<file path="config.mk">
export PLATFORM = sky130hd
export DESIGN_NAME = level_sequencer
export DESIGN_NICKNAME = d
export VERILOG_FILES = /design/src/rtl/level_seq_pkg.sv /design/src/rtl/level_sequencer_sync.sv /design/src/rtl/level_sequencer.sv
export SDC_FILE = /design/constraint.sdc
export NUM_CORES = 1
export LEC_CHECK = 0
export ABC_AREA = 0
export BUFFER_PORTS_ARGS = -buffer_cell sky130_fd_sc_hd__buf_2
export CORE_ASPECT_RATIO = 1.5
export CORE_MARGIN = 2
export CORE_UTILIZATION = 45
export DETAILED_ROUTE_END_ITERATION = 12
export HOLD_SLACK_MARGIN = 0.05
export PLACE_DENSITY_LB_ADDON = 0.08
export SYNTH_ARGS = -nofsm -noshare
export SYNTH_HDL_FRONTEND = slang
export SYNTH_SLANG_ARGS = --single-unit
</file>
<file path="constraint.sdc">
create_clock -name clk -period 4.75 [get_ports clk]
set_input_delay 0.95 -clock clk [delete_from_list [all_inputs] [get_ports clk]]
set_output_delay 0.95 -clock clk [all_outputs]
set_load 0.1 [all_outputs]
</file>
<file path="src/rtl/level_seq_pkg.sv">
// Shared types, default constants and arithmetic helpers for the level sequencer.
package level_seq_pkg;

  typedef enum logic [2:0] {
    IDLE = 3'd0,
    ARM  = 3'd1,
    PLAY = 3'd2,
    EVAL = 3'd3,
    WON  = 3'd4,
    LOST = 3'd5
  } state_e;

  localparam int DEF_NUM_LEVELS     = 3;
  localparam int DEF_MAX_LIVES      = 3;
  localparam int DEF_TIMEOUT_CYCLES = 1024;
  localparam int DEF_LEVEL_POINTS   = 10;
  localparam int DEF_SCORE_W        = 8;

  // Adds two unsigned values and clamps the result at max_val.
  function automatic logic [31:0] sat_add(input logic [31:0] a,
                                          input logic [31:0] b,
                                          input logic [31:0] max_val);
    logic [32:0] sum;
    sum = {1'b0, a} + {1'b0, b};
    if (sum > {1'b0, max_val}) return max_val;
    return sum[31:0];
  endfunction

endpackage

</file>
<file path="src/rtl/level_sequencer_sync.sv">
// Two-flop synchroniser with a rising-edge pulse for a raw button input.
module sync_edge (
  input  logic clk,
  input  logic rst,
  input  logic async_i,
  output logic pulse_o
);

  logic       meta_q;
  logic       sync_q;
  logic       prev_q;
  logic       armed_q;
  logic [1:0] warm_q;

  // NOTE: sequential state uses non-blocking assignments so every flop samples pre-edge values.
  always_ff @(posedge clk or posedge rst) begin
    if (rst) begin
      meta_q  <= 1'b0;
      sync_q  <= 1'b0;
      prev_q  <= 1'b0;
      armed_q <= 1'b0;
      warm_q  <= 2'b00;
    end else begin
      meta_q <= async_i;
      sync_q <= meta_q;
      prev_q <= sync_q;
      warm_q <= {warm_q[0], 1'b1};
      // A button still held when reset releases must be let go before it can fire.
      if (warm_q[1] && !sync_q) armed_q <= 1'b1;
    end
  end

  assign pulse_o = sync_q & ~prev_q & armed_q;

endmodule

</file>
<file path="src/rtl/level_sequencer.sv">
// Game controller: steps the player through the level check stages, tracking lives, score and a per-attempt timer.
module level_sequencer
  import level_seq_pkg::*;
#(
  parameter int NUM_LEVELS     = DEF_NUM_LEVELS,
  parameter int MAX_LIVES      = DEF_MAX_LIVES,
  parameter int TIMEOUT_CYCLES = DEF_TIMEOUT_CYCLES,
  parameter int LEVEL_POINTS   = DEF_LEVEL_POINTS,
  parameter int SCORE_W        = DEF_SCORE_W
) (
  input  logic                              clk,
  input  logic                              rst,
  input  logic                              start,
  input  logic                              check,
  input  logic [NUM_LEVELS-1:0]             level_passed,
  output logic                              lfsr_rst,
  output logic [NUM_LEVELS-1:0]             level_sel,
  output logic [$clog2(NUM_LEVELS)-1:0]     cur_level,
  output logic [1:0]                        lives,
  output logic [SCORE_W-1:0]                score,
  output logic [$clog2(TIMEOUT_CYCLES)-1:0] timer,
  output logic                              busy,
  output logic                              game_won,
  output logic                              game_over
);

  localparam int          LW        = $clog2(NUM_LEVELS);
  localparam int          TW        = $clog2(TIMEOUT_CYCLES);
  localparam logic [31:0] SCORE_MAX = (32'd1 << SCORE_W) - 32'd1;

  logic start_pulse;
  logic check_pulse;

  sync_edge u_sync_start (
    .clk     (clk),
    .rst     (rst),
    .async_i (start),
    .pulse_o (start_pulse)
  );

  sync_edge u_sync_check (
    .clk     (clk),
    .rst     (rst),
    .async_i (check),
    .pulse_o (check_pulse)
  );

  state_e             state_q, state_d;
  logic [LW-1:0]      cur_level_q, cur_level_d;
  logic [1:0]         lives_q, lives_d;
  logic [SCORE_W-1:0] score_q, score_d;
  logic [TW-1:0]      timer_q, timer_d;
  logic               attempt_fail;
  logic [31:0]        level_pts;

  always_ff @(posedge clk or posedge rst) begin
    if (rst) begin
      state_q     <= IDLE;
      cur_level_q <= '0;
      lives_q     <= '0;
      score_q     <= '0;
      timer_q     <= '0;
    end else begin
      state_q     <= state_d;
      cur_level_q <= cur_level_d;
      lives_q     <= lives_d;
      score_q     <= score_d;
      timer_q     <= timer_d;
    end
  end

  // NOTE: every signal driven here gets a default first, so no path leaves a latch behind.
  always_comb begin
    state_d      = state_q;
    cur_level_d  = cur_level_q;
    lives_d      = lives_q;
    score_d      = score_q;
    timer_d      = timer_q;
    attempt_fail = 1'b0;
    level_pts    = 32'(LEVEL_POINTS) * (32'(cur_level_q) + 32'd1);

    unique case (state_q)
      IDLE, WON, LOST: begin
        if (start_pulse) begin
          state_d     = ARM;
          cur_level_d = '0;
          lives_d     = 2'(MAX_LIVES);
          score_d     = '0;
        end
      end
      ARM: begin
        timer_d = TW'(TIMEOUT_CYCLES - 1);
        state_d = PLAY;
      end
      PLAY: begin
        if (timer_q != '0) timer_d = timer_q - 1'b1;
        // A submit arriving on the last cycle still wins over the timeout.
        if (check_pulse)          state_d      = EVAL;
        else if (timer_q == '0)   attempt_fail = 1'b1;
      end
      EVAL: begin
        if (level_passed[cur_level_q]) begin
          score_d = SCORE_W'(sat_add(32'(score_q), level_pts, SCORE_MAX));
          if (cur_level_q == LW'(NUM_LEVELS - 1)) begin
            state_d = WON;
          end else begin
            cur_level_d = cur_level_q + 1'b1;
            state_d     = ARM;
          end
        end else begin
          attempt_fail = 1'b1;
        end
      end
      default: state_d = IDLE;
    endcase

    if (attempt_fail) begin
      if (lives_q <= 2'd1) begin
        lives_d = '0;
        state_d = LOST;
      end else begin
        lives_d = lives_q - 1'b1;
        state_d = ARM;
      end
    end
  end

  assign busy      = (state_q == ARM) || (state_q == PLAY) || (state_q == EVAL);
  assign lfsr_rst  = (state_q == IDLE);
  assign game_won  = (state_q == WON);
  assign game_over = (state_q == LOST);
  assign level_sel = busy ? (NUM_LEVELS'(1) << cur_level_q) : '0;
  assign cur_level = cur_level_q;
  assign lives     = lives_q;
  assign score     = score_q;
  assign timer     = timer_q;

endmodule

</file>
* Word-level counts from Yosys, hierarchy flattened
Index checks and enable logic that the tools add are counted.
** Storage, ports and cells
- Flip-flop bits (word level) :: 37
- Latch bits :: 0
- Memory bits (writable) :: 0
- ROM bits :: 0
- Word-level logic and storage cells :: 95
- Memories kept :: 0
** Cells by class
- Add/subtract/negate cells :: 5
- $mul :: 1
- Divide/modulo/power cells :: 0
- Order comparisons :: 3
- Equality and inequality tests :: 13
- Shifts and indexed selects :: 1
- Muxes and demuxes :: 32
- Bitwise operators :: 6
- Reduce and logical (&&, ||, !) cells :: 19
** Operator list (count)
- 2-to-1 mux 8 bit :: 4
- 2-to-1 mux 3 bit :: 7
- one-hot mux 10 bit (2 select lines) :: 1
- one-hot mux 8 bit (2 select lines) :: 1
- 2-to-1 mux 2 bit :: 7
- one-hot mux 3 bit (4 select lines) :: 1
- zero test 10 bit :: 1
- 2-to-1 mux 10 bit :: 1
- nonzero test 10 bit :: 1
- subtractor 10 x 1 -> 10 bit, second input constant :: 1
- adder 8 x 7 -> 9 bit :: 1
- greater-than comparator 9 x 8 -> 1 bit, second input constant :: 1
- inequality test 3 bit, second input constant :: 3
- inequality test 2 bit, second input constant :: 4
- nonzero test 2 bit :: 4
- 2-to-1 mux 1 bit :: 7
- equality test 3 x 2 -> 1 bit, second input constant :: 2
- equality test 3 bit, second input constant :: 2
- multiplier 3 x 3 -> 6 bit, first input constant :: 1
- AND reduction 3 bit :: 2
- bitwise AND 1 bit :: 4
- one-hot mux 2 bit (2 select lines) :: 1
- AND reduction 2 bit :: 2
- AND reduction 4 bit :: 1
- 16 further kinds :: 20

* Logic depth before layout (Yosys ltp)
Gate-level depths: netlist of run 1.
- Depth in word-level cells :: 10
- Depth in mapped cells :: 9
- Mapped depth without buffers :: 9

* Hierarchy
A second synthesis of run 1 with hierarchy kept.
** Unflattened totals
- Cell total of the unflattened synthesis :: 201
- Area total of the unflattened synthesis :: 1990.7 um2
** Modules (own cells, without submodules)
- level_sequencer :: times used 1, cells an instance 177, area an instance 1637.8 um2, seq. area each 625.6 um2
- sync_edge :: times used 2, cells an instance 12, area an instance 176.4 um2, seq. area each 150.1 um2

* Worst setup path before layout of run 1
OpenSTA, ideal clock, no wires.
- Kind :: reg2out
- Start :: register cur_level_q[0] (netlist: cur_level[0])
- End :: output level_sel[1]
- Arrival :: 3.388 ns
- Data required time :: 3.800 ns
- Path slack :: 0.412 ns
- Stages on the path, launching flop included :: 4
- Path buffers :: 0
- Cell sequence :: dfrtp_1 ha_1 inv_1 nor3_1
** Between the ends
- Cells in the longest elaborated chain, start to end :: 2
** Ends and longest elaborated chain
- start, declared :: line level_sequencer.sv:49 : logic [LW-1:0] cur_level_q, cur_level_d;
- start signal, assigned :: line level_sequencer.sv:65 : cur_level_q <= cur_level_d;
- << shifter 1 x 2 -> 3 bit :: line level_sequencer.sv:132 : assign level_sel = busy ? (NUM_LEVELS'(1) << cur_level_q) : '0;
- 2-to-1 mux 3 bit :: line level_sequencer.sv:132
- end, declared :: line level_sequencer.sv:17 : output logic [NUM_LEVELS-1:0] level_sel,
Every way passes these cells.

* Worst setup path in the final report of run 1
- Start :: register state_q[1]
- End :: output level_sel[0]
** Between the ends
- Cells in the longest elaborated chain, start to end :: 4
- Elaborated cells on any way between the ends :: 6
** Ends and longest elaborated chain
- start, declared :: line level_sequencer.sv:48 : state_e state_q, state_d;
- start signal, assigned :: line level_sequencer.sv:64 : state_q <= state_d;
- equality test 3 x 1 -> 1 bit / equality test 3 x 2 -> 1 bit (equally long branches) :: line level_sequencer.sv:128 : assign busy = (state_q == ARM) || (state_q == PLAY) || (state_q == EVAL);
- logical OR 1 bit :: line level_sequencer.sv:128
- logical OR 1 bit (*) :: line level_sequencer.sv:128
- 2-to-1 mux 3 bit (*) :: line level_sequencer.sv:132
Every way passes the cells marked *; elsewhere a longest branch is shown, timed or not.

==> flow_metrics.py, run 1 <==
metrics = {
    "min_path": {
        "min_path_cells": 0,
        "min_path_type": "flop to flop",
        "worstHoldEndpoint": "u_sync_check.sync_q",
        "min-delay-start": "u_sync_check.meta_q",
    },
    "setup_path": {
        "setup.worst_path.start": "state_q[1]",
        "cp.required_ns": 3.80,
        "end_kind": "output pin",
        "criticalPathCategory": "flop to output pin",
        "r2r_end": "score[7]",
        "r2r_slack_ns": 2.08,
        "worst_setup_path_start_kind": "flop",
        "crit_fanout": 14,
        "reg2regPathDepth": 8,
        "cp.arrival_ns": 1.77,
        "r2r_start": "cur_level[0]",
    },
    "power_and_ir_drop": {
        "p_per_area_mw_per_mm2": 737,
        "irDropWorstVdd_uv": 409,
        "p_total_mw": 1.73,
        "cellLeakagePower_nw": 1.08,
    },
    "finish": {
        "fillers": 413,
        "ff_latch_area_um2": 876,
        "nNetsFinal": 270,
        "areaGrowthSynthToFinish_pct": 16.4,
        "multi_input_area_mm2": 0.00106,
        "antenna_cells": 0,
        "final_layout_size_suffix_gt1_share_pct": 21.0,
    },
    "clocking": {
        "clk_latency_ns": 0.29,
        "cts.clk_slew.worst_paths_ns": 0.07,
        "post_cts_buffers": 0,
        "clock-root-buffer": "clkbuf_8",
        "cts_num_sinks": 35,
        "clk_path_buf_depth": 2,
        "cts_resized": 0,
        "htreeDepth": 2,
        "cts_hold_buf": 0,
        "cts_tree": "done",
        "cts_buffers": 5,
    },
    "grt": {
        "antenna_found_initial": 0,
        "grt_max_degree": 36,
        "grt_pass1_vias": 1612,
        "grt.overflow.total": 0,
        "grt_pass1_wl_um": 7760,
        "groute.usage.overall_pct": 20.2,
    },
    "floorplanning": {
        "rows": 29,
        "initial_utilization_pct": 47.2,
        "core_mm2": 0.00428,
        "ioPinCount": 36,
        "die_h_um": 86.1,
        "fp.dieArea_mm2": 0.00505,
        "die_x_um": 58.7,
    },
    "synthesis": {
        "yosys-top-cells-area": "dfrtp_1 (43%), ha_1 (6.8%), nand2_1 (3.9%)",
        "synth_common_cells": "dfrtp_1 (35), nand2_1 (21), nor2_1 (20), inv_1 (17), o21ai_0 (14)",
        "ys_ff_latch": 35,
        "netlist_area_mm2": 0.00202,
        "yosysTopAreaCell": "dfrtp_1",
        "synth_edf_count": 0,
        "synth_most_common_cell": "dfrtp_1",
        "yosysUniqueCellTypes": 54,
        "syn_nets": 230,
        "ys_seq_area_share_pct": 43.3,
        "yosysTopAreaCellShare_pct": 43.3,
        "yosysWarnings": 0,
        "syn-instance-count": 211,
        "syn_area_per_cell_um2": 9.58,
        "synthFlopType": "dfrtp_1",
        "synthArstFlopShare_pct": 100,
    },
    "timing": {
        "relSlewSlack_pct": 59.9,
        "fin_skew_ns": 0.00196,
        "hold_viol_final": 0,
        "fmax_mhz": 368,
        "period_share_pct": 57.3,
        "setup-tns-final_ns": 0,
        "period_needed_ns": 2.72,
        "tightest_slew_ns": 0.598,
        "rsz0062_at_grt": "no",
        "setup_violations": 0,
        "slew_viol_final": 0,
    },
    "place": {
        "place_congestion": 0.860,
        "portBuffers": 35,
        "dp.final_hpwl_um": 3360,
    },
    "outcome": {
        "status": "finished, violations left",
        "violations": "design-rule violations",
    },
    "route": {
        "wl_per_cell_um": 15.2,
        "via_count": 1679,
        "drc": 2,
        "drt_iter0_drc": 80,
        "drtAntennaViolNets": 0,
        "via_per_inst": 5.63,
        "routed_wl_um": 4540,
        "drt-pass1-iter-count": 8,
    },
    "job": {
        "cap_viol_max_count": 0,
    },
}
==> worst max-delay path: stages (launching register included) <==
cell and delay [ns]:
dfrtp_1 0.63, nor2_1 0.13, nor2_1 0.16, and2_1 0.14, buf_2 0.41
==> registers in the layout, indices dropped and copies added (netlist names), 2 cells and up <==
name	cells
cur_level	2
lives	2
u_sync_check.warm_q	2
timer	10
score	8
state_q	3
==> worst max path at each step <==
stage                   endpoint  cells after the start
finish              level_sel[0]                      4
global route            score[7]                      8
CTS                 level_sel[2]                      4
detailed placement      score[7]                      8
global placement        score[7]                      8
floorplan           level_sel[1]                      3
==> placed cells by master, fill, tap and decap left out, types with 4 or more instances in the layout <==
cell	instances
o21a_1	4
o211ai_1	6
xor2_1	4
dfrtp_1	35
nand2_1	21
o21ai_0	14
a21oi_1	8
clkbuf_8	5
inv_1	17
o21ai_1	4
a21o_1	4
ha_1	11
nor2_1	20
buf_2	35
nor3_1	5
==> metal layers <==
metal	up-vias	routed length, µm	share of wire (%)	GRT usage [%]
met1	798	2020	45	26.7
li1	837	-	-	-
met4	0	82	1.8	8.06
met2	39	2260	50	32.6
met3	5	177	3.9	3.47
met5	-	0	0	0
==> layout make-up <==
class | instances | area share [%]
Multi-Input combinational cell | 155 | 44.9
Inverter | 18 | 2.87
Clock buffer | 5 | 2.93
Sequential cell | 35 | 37.2
Tap cell | 46 | 2.45
Clock inverter | 3 | 1.86
Timing Repair Buffer | 36 | 7.77
==> stage by stage <==
stage               instances  instance area [µm²]  hold WS [ns]  setup slack [ns]  util, %
floorplan                 211                 2020         0.331             0.412        -
global placement          290                 2240         0.332              2.18     52.3
detailed placement        290                 2240         0.335              2.06     52.3
CTS                       298                 2350         0.352              2.03     54.9
global route              298                 2350         0.359              1.82     54.9
finish                    298                 2350         0.351              2.03     54.9
==> report_power, final <==
part	switching, mW	internal (mW)	total [mW]
Combinational	0.781	0.230	1.01
Clock	0.115	0.156	0.272
Sequential	0.0959	0.354	0.450
==> logic make-up after synthesis <==
| family | share of synthesized area (%) |
|---|---|
| adders and majority gates | 7.80 |
| other | 0.186 |
| AOI/OAI and AO/OA | 20.9 |
| DFF | 43.3 |
| muxes | 1.55 |
| and+or+nand+nor | 18.8 |
| buffers and inverters | 4.40 |
| xor gates and xnor gates | 3.03 |
No activity file was read; power rests on OpenSTA's default activity.
==> run 2, diff against run 1 <==
- clock period: 4.75 -> 2.7 ns (I/O delays scaled with it)
==> run 2 against run 1 <==
The flow still finishes with violations (design-rule violations). Clock power grew 47%. Power grew 74%. Hold slack lost 0.012 ns. Cell area grew 1.4%. Cell count grew 1.3%. Critical path type is now flop to flop. Highest routed layer unchanged.
==> flow_metrics.py, run 2 (synthesis gave the netlist of run 1 again) <==
metrics = {
    "finish": {
        "design_area_mm2": 0.00239,
        "areaGrowthSynthToFinish_pct": 18.1,
        "final_layout_size_suffix_gt1_share_pct": 25.0,
        "final_util_pct": 55.7,
        "fin_cells": 302,
        "final_common_cell": "buf_2",
        "fillers": 426,
        "antenna_cells": 0,
        "largest_reg_flops": 10,
        "layout_common_cells": "buf_2 (35), dfrtp_1 (33), nand2_1 (21)",
        "nNetsFinal": 274,
    },
    "outcome": {
        "violations": "design-rule violations",
        "status": "finished, violations left",
    },
    "timing": {
        "setup_violations": 0,
        "hold_viol_final": 0,
        "fmax_mhz": 394,
        "rsz0062_at_grt": "no",
        "tightest_slew_ns": 0.696,
        "setup-tns-final_ns": 0,
        "period_needed_ns": 2.54,
        "fin_skew_ns": 0.00641,
        "period_share_pct": 94.0,
        "slew_viol_final": 0,
        "relSlewSlack_pct": 53.5,
    },
    "clocking": {
        "clk_path_buf_depth": 2,
        "cts_num_sinks": 35,
        "clk_latency_ns": 0.30,
        "clock-root-buffer": "clkbuf_8",
        "cts_hold_buf": 0,
        "htreeDepth": 2,
        "cts_buffers": 5,
        "cts_tree": "done",
        "cts.clk_slew.worst_paths_ns": 0.08,
    },
    "grt": {
        "antenna_found_initial": 0,
        "grt.overflow.total": 0,
        "groute.usage.overall_pct": 19.3,
        "grt_pass1_wl_um": 7480,
        "grt_pass1_vias": 1590,
        "grt_max_degree": 19,
    },
    "floorplanning": {
        "ioPinCount": 36,
        "initial_utilization_pct": 47.2,
        "die_h_um": 86.1,
        "core_mm2": 0.00428,
        "fp.dieArea_mm2": 0.00505,
        "die_x_um": 58.7,
        "rows": 29,
    },
    "route": {
        "drtAntennaViolNets": 0,
        "drt-pass1-iter-count": 9,
        "drc": 2,
        "wl_per_cell_um": 14.9,
        "via_count": 1687,
        "via_per_inst": 5.59,
        "drt_iter0_drc": 49,
        "routed_wl_um": 4500,
    },
    "place": {
        "dp.final_hpwl_um": 3470,
        "place_inst": 294,
        "place_congestion": 0.850,
        "dpl_cell_area_mm2": 0.00229,
        "portBuffers": 35,
    },
    "setup_path": {
        "cp.required_ns": 2.88,
        "end_kind": "flop",
        "crit_fanout": 8,
        "criticalPathCategory": "flop to flop",
        "cp.arrival_ns": 2.72,
        "worst_setup_path_start_kind": "flop",
    },
    "power_and_ir_drop": {
        "pwr-share-clk_pct": 13.3,
        "cellLeakagePower_nw": 1.08,
        "irDropWorstVdd_uv": 525,
        "switching_share_pct": 58.7,
        "p_per_area_mw_per_mm2": 1260,
        "p_seq_share_pct": 26.3,
        "p_switching_mw": 1.77,
        "combinationalPowerShare_pct": 60.4,
        "p_int_mw": 1.25,
    },
    "job": {
        "cap_viol_max_count": 0,
    },
    "min_path": {
        "min_path_type": "input port to async pin",
    },
}
## run 2: repair_timing
item	in CTS	in global routing
endpoints found under the hold margin	0	0
resized for setup	0	1
setup endpoints to repair	0	1
setup buffers	0	0
## run 2: per-layer routing
layer  wire length (µm)  vias to the layer above  GRT usage, %
met5                  0                        -             0
met4                 73                        0          7.23
met3                147                        7          3.62
met2               2240                       32          32.1
met1               2040                      808          24.7
li1                   -                      840             -
## run 2: area by class of cell
class / instances / area (µm²) / area share, %
Clock buffer: 5 / 68.8 / 2.88
Clock inverter: 3 / 23.8 / 0.996
Inverter: 18 / 67.6 / 2.83
Multi-Input combinational cell: 155 / 1070 / 44.9
Sequential cell: 35 / 883 / 37.0
Tap cell: 46 / 57.6 / 2.41
Timing Repair Buffer: 40 / 213 / 8.91
## run 2: final timing paths
check | end | from | cells past startpoint | slack, ns
worst max-delay path | score[6] | cur_level[1] | 8 | 0.16
worst min-delay path | state_q[2] | rst | 2 | 0.34
worst max register to register | score[6] | cur_level[1] | 8 | 0.16
worst min register to register | u_sync_start.sync_q | u_sync_start.meta_q | 0 | 0.35
max in group asynchronous | timer[4] | rst | 3 | 1.73
min in group clk | u_sync_start.meta_q | start | 1 | 0.35
## run 2: stage by stage
stage          worst slack [ns]  hold WS (ns)  power [mW]
2_1_floorplan           0.00809         0.331        2.32
3_3_place_gp              0.205         0.332        2.63
3_5_place_dp              0.164         0.336        2.63
4_1_cts                   0.154         0.339        3.03
5_1_grt                 0.00896         0.342        3.20
6_report                  0.161         0.339        3.01
## run 2: critical path: stages (launching register included)
cell	delay (ns)
dfrtp_4	0.52
inv_1	0.10
ha_1	0.28
ha_1	0.32
a211oi_2	0.21
nor2_1	0.09
o41a_1	0.43
a22o_1	0.22
a211o_1	0.26
## run 2: power by group through the flow
stage                     combinational (mW)  clock, mW  sequential [mW]
after floorplan                         1.08          0             1.23
after global placement                  1.83          0            0.800
after detailed placement                1.83          0            0.802
after CTS                               1.83      0.415            0.791
after global routing                    1.96      0.432            0.811
final                                   1.82      0.401            0.791
==> run 3, diff against run 2 <==
- CORE_ASPECT_RATIO: 1.5 -> default
- CORE_MARGIN: 2 -> 1
==> run 3 against run 2 <==
The run now ends clean. Count of clock-buffer cells in the layout did not move. Hold slack got worse by 0.0084 ns. Maximum frequency fell by 2.1%. Power fell by 0.19%. Sequential power rose by 1%. Cell count rose by 1.7%. Setup slack got worse by 0.054 ns. First-iteration DRC count rose by 92%. Largest power group unchanged.
==> flow_metrics.py, run 3 (synthesis gave the netlist of run 1 again) <==
metrics = {
    "outcome": {
        "status": "complete, no violations",
    },
    "finish": {
        "final_common_cell": "buf_2",
        "final_util_pct": 55.4,
        "final_layout_size_suffix_gt1_share_pct": 25.9,
        "largest_reg_flops": 10,
        "fin_cells": 307,
        "antenna_cells": 0,
        "nNetsFinal": 273,
        "layout_common_cells": "buf_2 (35), dfrtp_1 (33), nand2_1 (21)",
        "areaGrowthSynthToFinish_pct": 18.5,
    },
    "place": {
        "portBuffers": 35,
        "place_inst": 297,
        "place_congestion": 0.870,
        "dp.final_hpwl_um": 3110,
        "place_ws_ns": -0.0246,
    },
    "timing": {
        "hold_viol_final": 0,
        "tightest_slew_ns": 0.647,
        "fmax_mhz": 386,
        "hold_slack_ns": 0.331,
        "period_needed_ns": 2.59,
        "setup_violations": 0,
        "slew_viol_final": 0,
        "worst_slack_ns": 0.107,
        "relSlewSlack_pct": 56.5,
        "fin_skew_ns": 0.00587,
        "period_share_pct": 96.0,
    },
    "setup_path": {
        "worst_setup_path_start_kind": "flop",
        "crit_chain": "inv_1, ha_2, ha_1, a211oi_2, nor2_1, o41a_1, a22o_1, a211o_1",
        "crit_fanout": 8,
        "criticalPathCategory": "flop to flop",
        "end_kind": "flop",
        "cp_slowest_cell": "dfrtp_4",
        "cp.required_ns": 2.87,
        "cp.arrival_ns": 2.77,
        "slowest_delay_ns": 0.52,
    },
    "route": {
        "routed_wl_um": 4370,
        "drt_iter0_drc": 94,
        "via_count": 1674,
        "via_per_inst": 5.45,
        "drc": 0,
        "wl_per_cell_um": 14.2,
        "drtAntennaViolNets": 0,
        "drt-pass1-iter-count": 4,
    },
    "grt": {
        "groute.usage.overall_pct": 19.3,
        "grt.overflow.total": 0,
        "grt_pass1_wl_um": 7410,
        "grt_pass1_vias": 1541,
        "antenna_found_initial": 0,
        "grt_max_degree": 36,
    },
    "floorplanning": {
        "ioPinCount": 36,
        "core_mm2": 0.00432,
        "rows": 24,
        "die_h_um": 69.0,
        "initial_utilization_pct": 46.7,
        "fp.dieArea_mm2": 0.00476,
        "die_x_um": 69.0,
    },
    "clocking": {
        "clock-root-buffer": "clkbuf_8",
        "cts_hold_buf": 0,
        "cts.clk_slew.worst_paths_ns": 0.07,
        "htreeDepth": 2,
        "cts_tree": "done",
        "cts_buffers": 5,
        "clk_path_buf_depth": 2,
        "clk_latency_ns": 0.29,
        "cts_num_sinks": 35,
    },
    "power_and_ir_drop": {
        "p_per_area_mw_per_mm2": 1260,
        "cellLeakagePower_nw": 1.08,
        "p_total_mw": 3.01,
        "irDropWorstVdd_uv": 669,
    },
    "job": {
        "cap_viol_max_count": 0,
    },
    "min_path": {
        "min_path_type": "input port to async pin",
    },
}
[run 3: cell count changes in the layout (fill, tap and decap cells not counted)]
cell and change:
o21ai_1 +2, ha_1 -1, ha_2 +1, a2111oi_2 +1, a2111oi_1 -1, inv_2 +1
buf_4 -1, o21ai_0 -2, inv_1 -1
[run 3: stage by stage]
step | instance area, µm² | setup TNS [ns]
3_5_place_dp | 2280 | -0.0246
5_1_grt | 2390 | -0.00367
3_3_place_gp | 2280 | 0
2_1_floorplan | 2040 | 0
6_report | 2390 | 0
4_1_cts | 2370 | 0
[run 3: layout make-up]
| type | count | area (µm²) |
|---|---|---|
| well taps | 52 | 65.1 |
| clock inverters | 3 | 23.8 |
| multi-input cells | 155 | 1080 |
| inverters | 18 | 67.6 |
| repair buffers | 39 | 205 |
| flip-flops and latches | 35 | 883 |
| fillers | 388 | 1930 |
| clock buffers | 5 | 68.8 |
[run 3: worst paths after layout]
| kind | from | end | slack, ns | cells after the start |
|---|---|---|---|---|
| setup / recovery | cur_level[1] | score[6] | 0.11 | 8 |
| hold / removal | rst | score[7] | 0.33 | 3 |
| setup reg to reg | cur_level[1] | score[6] | 0.11 | 8 |
| hold reg to reg | u_sync_check.meta_q | u_sync_check.sync_q | 0.36 | 0 |
| max in group asynchronous | rst | cur_level[0] | 2.03 | 3 |
| min in group clk | start | u_sync_start.meta_q | 0.36 | 1 |
[run 3: routing by layer]
| layer | vias up | share of wire, % | global-route usage (%) |
|---|---|---|---|
| met2 | 42 | 42 | 26.5 |
| met5 | - | 0 | 0 |
| met4 | 0 | 1.4 | 7.03 |
| met3 | 8 | 4.4 | 4.39 |
| met1 | 785 | 52 | 29.4 |
| li1 | 839 | - | - |
[run 3: report_power, final]
| part | switching (mW) | internal (mW) | total, mW |
|---|---|---|---|
| Sequential | 0.172 | 0.628 | 0.800 |
| Clock | 0.209 | 0.184 | 0.393 |
| Combinational | 1.39 | 0.422 | 1.81 |
[run 3: critical path, delay by kind of cell (launching register included)]
family,cells,cell delay (ns)
AOI/OAI and AO/OA,4,1.14
adders and majority gates,2,0.62
buffers and inverters,1,0.10
DFF,1,0.52
and+or+nand+nor,1,0.10
[run 3: timing repair]
item / 4_1_cts / 5_1_grt
resized for setup: 1 / 5
setup buffers: 0 / 2
endpoints found under the setup margin: 1 / 2
pin swaps: 0 / 1
